**src/rtl/adder_arb_pkg.sv**
```systemverilog
// adder_arb_pkg: shared types, constants and round-robin pick function for adder_arbiter
package adder_arb_pkg;
    typedef enum logic [1:0] {IDLE, CALC, RESP} state_t;
    localparam int WIDTH_DEF = 8;
    localparam int MAX_REQ = 8;
    // Valid vectors narrower than MAX_REQ are zero-padded; the padding is never
    // picked, so searching modulo MAX_REQ equals searching modulo NUM_REQ.
    function automatic logic [2:0] rr_pick(input logic [MAX_REQ-1:0] valid, input logic [2:0] ptr);
        logic [2:0] idx;
        logic [2:0] r;
        logic found;
        r = ptr;
        found = 1'b0;
        for (int i = 0; i < MAX_REQ; i++) begin
            idx = ptr + 3'(i);
            if (!found && valid[idx]) begin
                r = idx;
                found = 1'b1;
            end
        end
        return r;
    endfunction
endpackage

```
**src/rtl/adder_arbiter_add.sv**
```systemverilog
// adder_arbiter_add: combinational unsigned adder with carry out
//   sum  out WIDTH  a+b modulo 2^WIDTH
//   cout out 1      carry out
//   a, b in  WIDTH  operands
module adder_arbiter_add #(
    parameter int WIDTH = 8
) (
    output logic [WIDTH-1:0] sum,
    output logic             cout,
    input  logic [WIDTH-1:0] a,
    input  logic [WIDTH-1:0] b
);
    assign {cout, sum} = {1'b0, a} + {1'b0, b};
endmodule

```
**src/rtl/adder_arbiter.sv**
```systemverilog
// adder_arbiter: round-robin shared registered adder with tagged valid/ready responses
//   clk, rst_n           clock, asynchronous active-low reset
//   req_valid/a/b        per-requester operands, packed [i*WIDTH +: WIDTH]
//   req_ready            one-hot accept strobe (IDLE only)
//   rsp_valid/ready      response handshake
//   rsp_sum/cout/id      result, carry and owning requester index
// Optional: define ADDER_ARB_SAT_EN for a saturating sum on carry.
module adder_arbiter
    import adder_arb_pkg::*;
#(
    parameter int NUM_REQ = 4,
    parameter int WIDTH = WIDTH_DEF,
    parameter int ID_W = $clog2(NUM_REQ)
) (
    input  logic                     clk,
    input  logic                     rst_n,
    input  logic [NUM_REQ-1:0]       req_valid,
    input  logic [NUM_REQ*WIDTH-1:0] req_a,
    input  logic [NUM_REQ*WIDTH-1:0] req_b,
    output logic [NUM_REQ-1:0]       req_ready,
    output logic                     rsp_valid,
    input  logic                     rsp_ready,
    output logic [WIDTH-1:0]         rsp_sum,
    output logic                     rsp_cout,
    output logic [ID_W-1:0]          rsp_id
);
    state_t state_q, state_d;
    logic [ID_W-1:0] ptr_q, ptr_d, gnt_q, gnt_d, rsp_id_q, rsp_id_d, pick_id;
    logic [WIDTH-1:0] a_q, a_d, b_q, b_d, rsp_sum_q, rsp_sum_d, add_sum, sum_fin;
    logic rsp_valid_q, rsp_valid_d, rsp_cout_q, rsp_cout_d, add_cout;
    logic [NUM_REQ-1:0] ready_c;
    logic [MAX_REQ-1:0] valid_pad;

    assign valid_pad = MAX_REQ'(req_valid);
    assign pick_id = ID_W'(rr_pick(valid_pad, 3'(ptr_q)));

    adder_arbiter_add #(.WIDTH(WIDTH)) u_add (
        .sum (add_sum),
        .cout(add_cout),
        .a   (a_q),
        .b   (b_q)
    );

`ifdef ADDER_ARB_SAT_EN
    assign sum_fin = add_cout ? '1 : add_sum;
`else
    assign sum_fin = add_sum;
`endif

    always_comb begin
        state_d = state_q;
        ptr_d = ptr_q;
        gnt_d = gnt_q;
        a_d = a_q;
        b_d = b_q;
        rsp_valid_d = rsp_valid_q;
        rsp_sum_d = rsp_sum_q;
        rsp_cout_d = rsp_cout_q;
        rsp_id_d = rsp_id_q;
        ready_c = '0;
        case (state_q)
            IDLE: if (|req_valid) begin
                ready_c = NUM_REQ'(1) << pick_id;
                gnt_d = pick_id;
                a_d = req_a[int'(pick_id)*WIDTH +: WIDTH];
                b_d = req_b[int'(pick_id)*WIDTH +: WIDTH];
                state_d = CALC;
            end
            CALC: begin
                rsp_sum_d = sum_fin;
                rsp_cout_d = add_cout;
                rsp_id_d = gnt_q;
                rsp_valid_d = 1'b1;
                state_d = RESP;
            end
            RESP: if (rsp_ready) begin
                rsp_valid_d = 1'b0;
                ptr_d = (gnt_q == ID_W'(NUM_REQ-1)) ? '0 : gnt_q + 1'b1;
                state_d = IDLE;
            end
            default: state_d = IDLE;
        endcase
    end

    always_ff @(posedge clk or negedge rst_n) begin
        if (!rst_n) begin
            state_q <= IDLE;
            ptr_q <= '0;
            gnt_q <= '0;
            a_q <= '0;
            b_q <= '0;
            rsp_valid_q <= 1'b0;
            rsp_sum_q <= '0;
            rsp_cout_q <= 1'b0;
            rsp_id_q <= '0;
        end else begin
            state_q <= state_d;
            ptr_q <= ptr_d;
            gnt_q <= gnt_d;
            a_q <= a_d;
            b_q <= b_d;
            rsp_valid_q <= rsp_valid_d;
            rsp_sum_q <= rsp_sum_d;
            rsp_cout_q <= rsp_cout_d;
            rsp_id_q <= rsp_id_d;
        end
    end

    // No accept strobe while reset is held, even if requesters are valid.
    assign req_ready = rst_n ? ready_c : '0;
    assign rsp_valid = rsp_valid_q;
    assign rsp_sum = rsp_sum_q;
    assign rsp_cout = rsp_cout_q;
    assign rsp_id = rsp_id_q;
endmodule

```
**config.mk**
```make
export PLATFORM = sky130hd
export DESIGN_NAME = adder_arbiter
export DESIGN_NICKNAME = d
export VERILOG_FILES = /design/src/rtl/adder_arb_pkg.sv /design/src/rtl/adder_arbiter_add.sv /design/src/rtl/adder_arbiter.sv
export SDC_FILE = /design/constraint.sdc
export NUM_CORES = 1
export LEC_CHECK = 0
export ABC_AREA = 1
export BUFFER_PORTS_ARGS = -buffer_cell sky130_fd_sc_hd__buf_4
export CORE_UTILIZATION = 53
export CTS_BUF_LIST = sky130_fd_sc_hd__clkbuf_4 sky130_fd_sc_hd__clkbuf_8
export CTS_CLUSTER_DIAMETER = 80
export CTS_CLUSTER_SIZE = 25
export DETAILED_ROUTE_END_ITERATION = 10
export GPL_TIMING_DRIVEN = 1
export PLACE_DENSITY = 0.83
export SLEW_MARGIN = 0
export SYNTH_ARGS = -nofsm -noshare
export SYNTH_HDL_FRONTEND = slang
export SYNTH_SLANG_ARGS = --single-unit
```
**constraint.sdc**
```tcl
create_clock -name clk -period 3.7 [get_ports clk]
set_input_delay 0.74 -clock clk [delete_from_list [all_inputs] [get_ports clk]]
set_output_delay 0.74 -clock clk [all_outputs]
set_load 0.02 [all_outputs]
```
==> results.yml <==
timing:
  hold_viol_final: 0
  setup_tns_ns: 0
  max_freq_mhz: 291
  period_share_pct: 92.7
  final.setup_skew_ns: 0.00601
  drv_slew: 0
  rsz0062_at_grt: "false"
  tightest_slew_ns: 0.485
  hold_ws_ns: 0.477
  setup_viol: 0
  finalWorstPathRequiredPeriod_ns: 3.43
  max-slew-margin-rel_pct: 67.5
clock_network:
  cts_tree: "built"
  postCtsHoldBufs: 0
  root_buffer: "clkbuf_8"
  cts.clk_slew.worst_paths_ns: 0.07
  h-tree-depth: 2
  clock_path_buffers: 2
  cts_num_sinks: 34
  cts_buffers: 5
  insertion_delay_ns: 0.29
floorplan:
  die_h_um: 73.5
  io_pins: 87
  core.rowCount: 25
  dieArea_mm2: 0.00540
  initial_core_util_pct: 56.3
  coreArea_mm2: 0.00482
  die_w_um: 73.5
grt:
  track_usage_pct: 25.5
  grt_overflow_total: 0
  antenna_found_initial: 0
  grt_max_degree: 36
  grt_pass1_vias: 2604
  grt_pass1_wl_um: 10800
flow_run:
  maxCapViolations: 0
setup_path:
  cp.required_ns: 2.96
  cp_max_fo: 8
  cp.arrival_ns: 2.69
  worstSetupEndpointType: "output pin"
  start_kind: "flop"
  worstSetupPathType: "reg2out"
logic_synthesis:
  syn_inst: 428
  syn_area_per_cell_um2: 6.33
  synth_seq_area_share_pct: 31.4
  synth_fp_nets: 511
  ys_async_sr_fraction_pct: 100
  synth_cell_types: 30
  yosys_warnings: 0
  ys_ff_latch: 34
  syn_area_mm2: 0.00271
  synth_ff_type: "dfrtp_1"
  synth-edff-count: 0
layout:
  final_nets: 597
  layout-drive-gt1-share_pct: 24.9
  final_cell_mix: "176 x nand2_1, 95 x buf_4, 65 x nand3_1"
  area_growth_pct: 31.0
  final_common_cell: "nand2_1"
  num-fill-cells: 407
  antenna_cells: 0
  fin_util_pct: 73.7
power_and_ir_drop:
  leakagePower_nw: 2.10
  powerDensity_mw_per_mm2: 1090
  switching_power_mw: 2.02
  clockPowerShare_pct: 10.6
  seqPwrFrac_pct: 18.0
  p_total_mw: 3.86
  peakVddDrop_uv: 482
  internal_power_mw: 1.83
  p_sw_share_pct: 52.4
  p_comb_share_pct: 71.4
route:
  viasPerCell: 4.91
  wl_per_cell_um: 11.2
  drt_iter0_drc: 127
  postRouteAntennaNets: 0
  vias: 2859
  drcViolationCount: 0
  drt-total-wl_um: 6510
  dr.pass1.iters: 4
min_path:
  hp-class: "in2async"
placement:
  port_buffers: 86
  dp_hpwl_um: 4970
  gp_congestion: 0.826
run_status:
  outcome: "finished clean"
==> final cells by class <==
type / count / area [um^2] / share of cell area [%]
clock inverter: 3 / 68.8 / 1.94
sequential: 34 / 852 / 24.0
timing repair buffer: 95 / 713 / 20.1
inverter: 60 / 230 / 6.49
clock buffer: 5 / 68.8 / 1.94
tap: 67 / 83.8 / 2.36
multi-input combinational: 318 / 1530 / 43.2
==> power groups by stage <==
| stage | clock (mW) | combinational (mW) | sequential, mW |
|---|---|---|---|
| after floorplan | 0 | 2.07 | 0.741 |
| after CTS | 0.414 | 2.67 | 0.692 |
| after detailed placement | 0 | 2.64 | 0.699 |
| after global placement | 0 | 2.60 | 0.694 |
| final | 0.410 | 2.75 | 0.693 |
| after global routing | 0.435 | 3.15 | 0.715 |
==> through the flow <==
stage          cells  setup slack [ns]  instance area, um^2
4_1_cts          578             0.106                 3520
3_3_place_gp     570             0.389                 3370
6_report         582             0.269                 3550
5_1_grt          582            0.0519                 3550
3_5_place_dp     570             0.323                 3370
2_1_floorplan    428             0.546                 2710
==> metal layers <==
metal	part of all wire (%)	global-route usage, %
met5	0	0
met4	1.6	7.91
met3	5.0	5.08
met2	48	44.0
met1	46	31.9
==> path summary, 6_finish.rpt <==
check	cells past startpoint	slack, ns	from	to
hold reg to reg	2	0.49	b_q[7]	b_q[7]
hold / removal	2	0.48	rst_n	rsp_sum[6]
max in group asynchronous	2	2.89	rst_n	ptr_q[0]
min in group clk	2	0.49	b_q[7]	b_q[7]
setup reg to reg	17	1.06	ptr_q[0]	a_q[6]
setup / recovery	14	0.27	ptr_q[0]	req_ready[3]
==> worst max-delay path: stages, from the launching register on <==
cell and delay [ns]:
dfrtp_2 0.49, inv_6 0.11, ha_2 0.31, inv_2 0.11, nand3_1 0.10, nand3_1 0.12
nand4_1 0.19, nand2_1 0.12, inv_1 0.04, nand2_1 0.06, nand3_1 0.18, nand2_4 0.19
nand2_1 0.09, nor3_2 0.12, buf_4 0.16
==> synth_stat cells, types with 2 or more instances <==
cell / number / area (um^2)
inv_2: 2 / 7.51
nand2_1: 176 / 661
nor2_1: 17 / 63.8
buf_6: 3 / 33.8
nand4_1: 2 / 12.5
dfrtp_1: 34 / 851
nand2_2: 8 / 50.1
buf_2: 7 / 35.0
clkbuf_1: 3 / 11.3
o21ai_0: 12 / 60.1
xor2_1: 2 / 17.5
nor2_2: 3 / 18.8
buf_4: 4 / 30.0
ha_1: 11 / 138
a21oi_1: 10 / 50.1
nand3_1: 65 / 325
clkinv_1: 2 / 7.51
inv_1: 55 / 206
==> cells by family (layout without fill, tap and decap cells) <==
kind of cell    after synthesis  count (layout)  share of synthesized area (%)
simple gates                277             278                           44.0
buf+inv                      77             163                           12.6
flops                        34              34                           31.4
compound gates               25              25                           5.22
fa+ha+maj                    12              12                           5.82
xor+xnor                      3               3                          0.970
==> what timing repair did <==
| action | in CTS | in global routing |
|---|---|---|
| pin swaps | 0 | 1 |
| hold endpoints to repair | 0 | 0 |
| setup endpoints to repair | 1 | 4 |
| buffers inserted | 0 | 3 |
| gates resized for setup | 1 | 4 |
| gates cloned | 0 | 1 |
==> flip-flops by register name, summed over array words and instances, names as in the netlist <==
| name | cells |
|---|---|
| rsp_cout | 1 |
| rsp_sum | 8 |
| a_q | 8 |
| state_q | 2 |
| ptr_q | 2 |
| b_q | 8 |
| gnt_q | 2 |
| rsp_valid | 1 |
| rsp_id | 2 |
No activity file was read; power rests on OpenSTA's default activity.
